--- config.mk ---
export PLATFORM = sky130hd
export DESIGN_NAME = vga_timing_gen
export DESIGN_NICKNAME = d
export VERILOG_FILES = /design/src/rtl/vga_pkg.sv /design/src/rtl/vga_timing_gen_delay_line.sv /design/src/rtl/vga_timing_gen.sv
export SDC_FILE = /design/constraint.sdc
export NUM_CORES = 1
export LEC_CHECK = 0
export CAP_MARGIN = 20
export CORE_UTILIZATION = 40
export CTS_CLUSTER_SIZE = 25
export DETAILED_ROUTE_END_ITERATION = 7
export PLACE_DENSITY = 0.63
export SLEW_MARGIN = 0
export SYNTH_ARGS = -nofsm -noshare
export SYNTH_HDL_FRONTEND = slang
export SYNTH_SLANG_ARGS = --single-unit
export TNS_END_PERCENT = 100
--- constraint.sdc ---
create_clock -name clk_25 -period 2.8 [get_ports clk_25]
set_input_delay 0.84 -clock clk_25 [delete_from_list [all_inputs] [get_ports clk_25]]
set_output_delay 0.84 -clock clk_25 [all_outputs]
set_load 0.02 [all_outputs]
--- src/rtl/vga_pkg.sv ---
// Shared VGA timing constants and the raster vector carried from the fetch stage
// to the display stage.
package vga_pkg;

  localparam int VGA_H_ACTIVE = 640;
  localparam int VGA_H_FP     = 16;
  localparam int VGA_H_SYNC   = 96;
  localparam int VGA_H_BP     = 48;
  localparam int VGA_V_ACTIVE = 480;
  localparam int VGA_V_FP     = 10;
  localparam int VGA_V_SYNC   = 2;
  localparam int VGA_V_BP     = 33;

  // Coordinate field width inside raster_t; covers totals up to 4096.
  localparam int RW = 12;

  typedef struct packed {
    logic          active;
    logic          hsync;
    logic          vsync;
    logic [RW-1:0] h;
    logic [RW-1:0] v;
    logic          line;
    logic          frame;
  } raster_t;

  localparam raster_t RASTER_IDLE = '0;

endpackage

--- src/rtl/vga_timing_gen_delay_line.sv ---
// Enable-gated register chain with an async-reset idle value; DEPTH=0 is a wire.
module vga_delay_line #(
  parameter int  DEPTH = 2,
  parameter type T     = logic,
  parameter T    IDLE  = '0
) (
  input  logic clk_25,
  input  logic rst_n,
  input  logic en,
  input  T     d,
  output T     q
);

  generate
    if (DEPTH == 0) begin : g_wire
      logic unused_ctl;
      assign unused_ctl = &{1'b0, clk_25, rst_n, en};
      assign q = d;
    end else begin : g_reg
      T stage [DEPTH];

      always_ff @(posedge clk_25 or negedge rst_n) begin
        if (!rst_n) begin
          for (int i = 0; i < DEPTH; i++) stage[i] <= IDLE;
        end else if (en) begin
          stage[0] <= d;
          for (int i = 1; i < DEPTH; i++) stage[i] <= stage[i-1];
        end
      end

      assign q = stage[DEPTH-1];
    end
  endgenerate

endmodule

--- src/rtl/vga_timing_gen.sv ---
// Raster timing generator: look-ahead fetch stage plus a display stage delayed
// by LOOKAHEAD enabled cycles so returned pixel data lines up with sync/blank.
module vga_timing_gen
  import vga_pkg::*;
#(
  parameter int H_ACTIVE  = VGA_H_ACTIVE,
  parameter int H_FP      = VGA_H_FP,
  parameter int H_SYNC    = VGA_H_SYNC,
  parameter int H_BP      = VGA_H_BP,
  parameter int V_ACTIVE  = VGA_V_ACTIVE,
  parameter int V_FP      = VGA_V_FP,
  parameter int V_SYNC    = VGA_V_SYNC,
  parameter int V_BP      = VGA_V_BP,
  parameter bit HSYNC_POL = 1'b0,
  parameter bit VSYNC_POL = 1'b0,
  parameter int LOOKAHEAD = 2,
  localparam int H_TOTAL  = H_ACTIVE + H_FP + H_SYNC + H_BP,
  localparam int V_TOTAL  = V_ACTIVE + V_FP + V_SYNC + V_BP,
  localparam int CW       = $clog2((H_TOTAL > V_TOTAL) ? H_TOTAL : V_TOTAL)
) (
  input  logic          clk_25,
  input  logic          rst_n,
  input  logic          en,
  output logic          fetch_valid,
  output logic [CW-1:0] fetch_x,
  output logic [CW-1:0] fetch_y,
  output logic          vga_hsync,
  output logic          vga_vsync,
  output logic          sync_b,
  output logic          sync_blank,
  output logic [CW-1:0] hs,
  output logic [CW-1:0] vs,
  output logic          line_start,
  output logic          frame_start
);

  logic [CW-1:0] hcnt, vcnt;
  int            h_i, v_i;
  raster_t       nxt, fetch_r, disp;

  // Compare in int so a sync window ending exactly at 2**CW cannot wrap.
  assign h_i = int'(hcnt);
  assign v_i = int'(vcnt);

  always_comb begin
    nxt        = RASTER_IDLE;
    nxt.active = (h_i < H_ACTIVE) && (v_i < V_ACTIVE);
    nxt.hsync  = (h_i >= H_ACTIVE + H_FP) && (h_i < H_ACTIVE + H_FP + H_SYNC);
    nxt.vsync  = (v_i >= V_ACTIVE + V_FP) && (v_i < V_ACTIVE + V_FP + V_SYNC);
    nxt.h      = RW'(hcnt);
    nxt.v      = RW'(vcnt);
    nxt.line   = (hcnt == '0);
    nxt.frame  = (hcnt == '0) && (vcnt == '0);
  end

  always_ff @(posedge clk_25 or negedge rst_n) begin
    if (!rst_n) begin
      hcnt    <= '0;
      vcnt    <= '0;
      fetch_r <= RASTER_IDLE;
    end else if (en) begin
      fetch_r <= nxt;
      if (h_i == H_TOTAL - 1) begin
        hcnt <= '0;
        vcnt <= (v_i == V_TOTAL - 1) ? '0 : vcnt + 1'b1;
      end else begin
        hcnt <= hcnt + 1'b1;
      end
    end
  end

  vga_delay_line #(
    .DEPTH (LOOKAHEAD),
    .T     (raster_t),
    .IDLE  (RASTER_IDLE)
  ) u_dly (
    .clk_25 (clk_25),
    .rst_n  (rst_n),
    .en     (en),
    .d      (fetch_r),
    .q      (disp)
  );

  assign fetch_valid = fetch_r.active;
  assign fetch_x     = fetch_r.h[CW-1:0];
  assign fetch_y     = fetch_r.v[CW-1:0];

  // Idle vector carries hsync/vsync deasserted, so reset drives the inactive level.
  assign vga_hsync   = disp.hsync ^ ~HSYNC_POL;
  assign vga_vsync   = disp.vsync ^ ~VSYNC_POL;
  assign sync_b      = vga_hsync & vga_vsync;
  assign sync_blank  = ~disp.active;
  assign hs          = disp.h[CW-1:0];
  assign vs          = disp.v[CW-1:0];
  assign line_start  = disp.line;
  assign frame_start = disp.frame;

  logic unused_bits;
  assign unused_bits = &{1'b0, fetch_r.h, fetch_r.v, disp.h, disp.v};

endmodule

==> impl_metrics.json, run 1 <==
{
  "status": "complete, but fails checks",
  "violations": "DRC",
  "r2r-end": "vcnt[3]",
  "ys_warn_count": 0,
  "r2r_cells": 6,
  "rsz0062_at_grt": "false",
  "crit_type": "reg -> out",
  "synth_common_cells": "dfrtp_1 (95), mux2_2 (67), buf_4 (40)",
  "synth_fp_nets": 337,
  "cts.sinks": 95,
  "ff2ff_setup_slack_ns": 0.78,
  "dp_cells": 466,
  "netlist_instances": 330,
  "ctsHoldBuffers": 0,
  "synth_top_area_share_pct": 56.67,
  "async_flop_share_pct": 100.0,
  "layoutNonFillerInstCount": 482,
  "fp.dieH_um": 104.4,
  "cellPowerDensity_nw_per_um2": 709.3,
  "fp.dieArea_um2": 10900,
  "grt_start_max_net_pins": 64,
  "finalSetupViolations": 0,
  "clk_path_buf_depth": 2,
  "crit-reg2reg-launch": "vcnt[0]",
  "ir_drop_uv": 263.9,
  "fillerInstances": 942,
  "hold_viol": 0,
  "synth_edf_count": 0,
  "core_um2": 10230,
  "nNetsFinal": 348,
  "worst_pin_slew_ns": 0.6081,
  "die_x_um": 104.4,
  "ys_seq_area_share_pct": 56.67,
  "p_int_mw": 2.472,
  "start_util_pct": 41.01,
  "post_drt_via_cell_ratio": 5.012,
  "syn-cell-area_um2": 4195,
  "ys_types": 35,
  "root_buffer": "clkbuf_8",
  "slowest_delay_ns": 0.61,
  "p_sw_mw": 0.9062,
  "regArea_um2": 2377,
  "min_path_type": "in -> async",
  "synth_largest_area_cell": "dfrtp_1",
  "critPathCaptureType": "output pin",
  "path_clk_slew_ns": 0.08,
  "comb_power_share_pct": 19.6,
  "required_ns": 1.96,
  "first_pass_iters": 6,
  "insertion_delay_ns": 0.35,
  "clkPwrFrac_pct": 29.3,
  "ant_nets": 0,
  "synthFlopType": "dfrtp_1",
  "overflow": 0,
  "via_count": 2416,
  "cp-start-kind": "flip-flop",
  "max_freq_mhz": 436.7,
  "hpwl_um": 4395,
  "syn_area_per_cell_um2": 12.71,
  "postCtsSetupRepairBufs": 0,
  "synth_seq_cells": 95,
  "cts_tree": "yes",
  "multi_input_area_um2": 1410,
  "cp_slowest_cell": "clkdlybuf4s50_1",
  "period_share_pct": 81.78,
  "gp_congestion": 0.8483,
  "fin_skew_ns": 0.005316,
  "cts-buffers-inserted": 9,
  "arrival_ns": 1.45,
  "min_period_ns": 2.290,
  "final_layout_size_suffix_gt1_share_pct": 26.30,
  "p_leak_nw": 2.104,
  "ctsResizeCount": 0,
  "antenna_cells": 0,
  "io-pin-count": 50,
  "grt_pass1_vias": 2329,
  "antenna_found_initial": 0,
  "worstPathCellList": "nor2_1, clkdlybuf4s50_1",
  "rows": 37,
  "syn2layout_area_growth_pct": 13.51,
  "port_buffers": 49,
  "synth.most_common_cell": "dfrtp_1",
  "crit_fanout": 2,
  "slew_headroom_pct": 59.09,
  "htree_levels": 3,
  "cap_violations": 0,
  "grt_pass1_wl_um": 11340,
  "finalSetupTns_ns": 0,
  "track_usage_pct": 12.90,
  "power_frac_seq_pct": 51.2,
  "post-route-drc-count": 1,
  "wl_per_cell_um": 13.65,
  "synth.area.top_cells": "dfrtp_1 (57%), mux2_2 (18%), buf_4 (7.2%)",
  "drt_iter0_markers": 108,
  "drt-total-wl_um": 6580,
  "swShare_pct": 26.83,
  "slew_viol_final": 0
}
-- kinds of logic after synthesis --
kind of cell               after synthesis  synth area share [%]
adders and majority gates                4                 1.193
DFF                                     95                 56.67
xor gates and xnor gates                 9                 1.879
and+or+nand+nor                         64                 8.709
buffers and inverters                   66                 9.723
AOI/OAI and AO/OA                       24                 3.609
muxes                                   68                 18.22
-- routing by layer --
| metal | global-route usage [%] | vias to the layer above | routed length (µm) | share of wire, % |
|---|---|---|---|---|
| met5 | 0 | - | 0 | 0 |
| met4 | 6.122 | 0 | 100 | 1.5 |
| met3 | 3.070 | 10 | 226 | 3.4 |
| met2 | 18.78 | 58 | 2979 | 45 |
| met1 | 18.06 | 1208 | 3274 | 50 |
| li1 | - | 1140 | - | - |
-- sequential cells by signal, indices dropped and copies added (netlist names) --
signal             flops
u_dly.g_reg.stage     25
fetch_r                4
fetch_y               10
fetch_valid            1
hcnt                  10
vcnt                  10
fetch_x               10
u_dly.q               25
-- worst max-delay path by stage --
stage	startpoint	endpoint	cells past startpoint
after floorplan	en	fetch_x[0]	3
after global placement	en	vcnt[2]	4
after detailed placement	en	vcnt[2]	4
after CTS	u_dly.q[27]	sync_b	2
after global routing	u_dly.q[27]	sync_b	2
final	u_dly.q[27]	sync_b	2
-- power groups by stage --
stage	registers, mW	clock network [mW]	logic (mW)
after floorplan	1.69	0	0.564
final	1.73	0.988	0.661
after detailed placement	1.76	0	0.669
after global routing	1.76	1.08	0.716
after global placement	1.75	0	0.662
after CTS	1.73	1.03	0.671
-- placed cells by master, fill, tap and decap left out, types with 2 or more instances in the layout --
master,instances
dfrtp_1,95
mux2_2,67
clkdlybuf4s50_1,47
nand3_1,16
inv_1,12
o21ai_0,11
clkbuf_8,11
nand2_1,10
nor2_1,8
nor3_1,7
nand4_1,6
buf_4,6
xnor2_1,5
nor4_1,4
xor2_1,4
ha_1,4
or3_1,3
a21o_1,3
a21oi_1,2
o2bb2ai_1,2
and3_1,2
a31oi_1,2
clkbuf_1,2
bufinv_16,2
-- worst max-delay path: cells and delay by family (launching register included) --
kind / cells / cell delay, ns
buffers and inverters: 1 / 0.61
DFF: 1 / 0.38
and+or+nand+nor: 1 / 0.10
-- stage by stage --
step,power (mW),utilization [%],hold WS (ns),setup WS (ns),cell area [µm²]
detailed placement,2.430,44.36,0.4702,0.5477,4538
global placement,2.412,44.36,0.4657,0.5837,4538
CTS,3.431,46.55,0.4096,0.4751,4762
floorplan,2.257,-,0.4480,0.9255,4195
finish,3.378,46.55,0.4107,0.5101,4762
global route,3.557,46.55,0.4312,0.4181,4762
-- cell type report --
cell class,instances,share of cell area [%]
clock inverters,3,1.366
inverters,12,0.9459
clock buffers,13,3.337
well taps,136,3.573
multi-input cells,169,29.61
flip-flops and latches,95,49.92
repair buffers,54,11.25
Power figures use the tool's default switching activity.
==> run 2: changes to the inputs <==
==> constraint.sdc (replaced) <==
create_clock -name clk_25 -period 2.26 [get_ports clk_25]
set_input_delay 0.678 -clock clk_25 [delete_from_list [all_inputs] [get_ports clk_25]]
set_output_delay 0.678 -clock clk_25 [all_outputs]
set_load 0.02 [all_outputs]
==> run 2 against run 1 <==
The flow still finishes with violations (DRC). Largest power group unchanged. Clock-buffer cell count down 1. Critical path type unchanged. Register-to-register slack worse by 0.44 ns. Via count up 0.37%. Sequential power up 24%. Critical endpoint unchanged. Wire length up 3.6%. First-iteration DRC count up 24%. Total power up 18%. Sequential cell count unchanged.
==> impl_metrics.json, run 2 (same netlist as run 1, synthesis figures left out) <==
{
  "critPathTopFamily": "buffers and inverters",
  "post_drt_via_cell_ratio": 5.010,
  "status": "complete, but fails checks",
  "wl_per_cell_um": 14.09,
  "ctsHoldBuffers": 0,
  "cp_num_buf_inv": 1,
  "rows": 37,
  "cap_violations": 0,
  "drt_iter0_markers": 134,
  "layoutNonFillerInstCount": 484,
  "clk_path_buf_depth": 2,
  "crit_fanout": 2,
  "postCtsSetupRepairBufs": 0,
  "worstPathCellList": "nor2_1, clkdlybuf4s50_1",
  "die_x_um": 104.4,
  "cts-buffers-inserted": 9,
  "worst_pin_slew_ns": 0.6272,
  "min_period_ns": 2.130,
  "cp-start-kind": "flip-flop",
  "ant_nets": 0,
  "fp.dieH_um": 104.4,
  "hold_viol": 0,
  "crit_type": "reg -> out",
  "place_ws_ns": 0.3652,
  "overflow": 0,
  "required_ns": 1.58,
  "fin_util_pct": 46.44,
  "path_clk_slew_ns": 0.09,
  "timing.hold.ws_ns": 0.2161,
  "min_path_type": "in -> async",
  "cts.sinks": 95,
  "core_um2": 10230,
  "design_area_um2": 4751,
  "place_area_um2": 4566,
  "port_buffers": 49,
  "grt_pass1_vias": 2435,
  "syn2layout_area_growth_pct": 13.24,
  "period_share_pct": 94.26,
  "ff2ff_setup_slack_ns": 0.34,
  "fp.dieArea_um2": 10900,
  "layout_common_cells": "dfrtp_1 (95), mux2_2 (67), clkdlybuf4s50_1 (47)",
  "finalSetupViolations": 0,
  "nNetsFinal": 350,
  "final_layout_size_suffix_gt1_share_pct": 27.01,
  "drt-total-wl_um": 6819,
  "cts_tree": "yes",
  "slowest_delay_ns": 0.62,
  "violations": "DRC",
  "ctsResizeCount": 0,
  "root_buffer": "clkbuf_8",
  "setup_slack_ns": 0.1298,
  "arrival_ns": 1.45,
  "p_total_mw": 4.002,
  "start_util_pct": 41.01,
  "htree_levels": 3,
  "first_pass_iters": 7,
  "antenna_found_initial": 0,
  "track_usage_pct": 13.65,
  "insertion_delay_ns": 0.35,
  "rsz0062_at_grt": "false",
  "via_count": 2425,
  "io-pin-count": 50,
  "cp_slowest_cell": "clkdlybuf4s50_1",
  "slew_headroom_pct": 57.80,
  "p_leak_nw": 2.086,
  "antenna_cells": 0,
  "grt_pass1_wl_um": 11960,
  "fin_skew_ns": 0.01058,
  "max_freq_mhz": 469.4,
  "critPathCaptureType": "output pin",
  "grt_start_max_net_pins": 51,
  "fillerInstances": 917,
  "post-route-drc-count": 1,
  "gp_congestion": 0.8363,
  "hpwl_um": 4572,
  "layout_commonest_cell": "dfrtp_1",
  "cellPowerDensity_nw_per_um2": 842.3,
  "slew_viol_final": 0,
  "finalSetupTns_ns": 0,
  "dp_cells": 468,
  "ir_drop_uv": 398.6
}
## run 2: routing by layer
| layer | vias up | wire length, µm | GRT usage [%] | share of wire (%) |
|---|---|---|---|---|
| met4 | 0 | 183 | 7.449 | 2.7 |
| met1 | 1208 | 3387 | 19.19 | 50 |
| li1 | 1133 | - | - | - |
| met3 | 18 | 234 | 2.757 | 3.4 |
| met5 | - | 0 | 0 | 0 |
| met2 | 66 | 3013 | 19.68 | 44 |
## run 2: area by class of cell
| cell class | instances | area, µm² | area share, % |
|---|---|---|---|
| Sequential cell | 95 | 2377 | 50.04 |
| Multi-Input combinational cell | 169 | 1410 | 29.68 |
| Timing Repair Buffer | 56 | 563.0 | 11.85 |
| Tap cell | 136 | 170.2 | 3.582 |
| Clock buffer | 12 | 155.1 | 3.266 |
| Inverter | 12 | 45.04 | 0.9481 |
| Clock inverter | 4 | 30.03 | 0.6321 |
## run 2: where the power goes
group          internal (mW)  leakage [nW]  switching [mW]
Combinational          0.451         0.792           0.381
Sequential              1.93          1.21           0.208
Clock                  0.461        0.0809           0.569
## run 2: worst paths after layout
| path | start | endpoint | depth (start not counted) |
|---|---|---|---|
| max in group asynchronous | rst_n | vcnt[9] | 2 |
| worst min register to register | fetch_r[26] | fetch_r[26] | 1 |
| worst min-delay path | rst_n | u_dly.q[2] | 1 |
| worst max register to register | hcnt[0] | vcnt[6] | 5 |
| min in group clk_25 | fetch_r[26] | fetch_r[26] | 1 |
| worst max-delay path | u_dly.q[27] | sync_b | 2 |
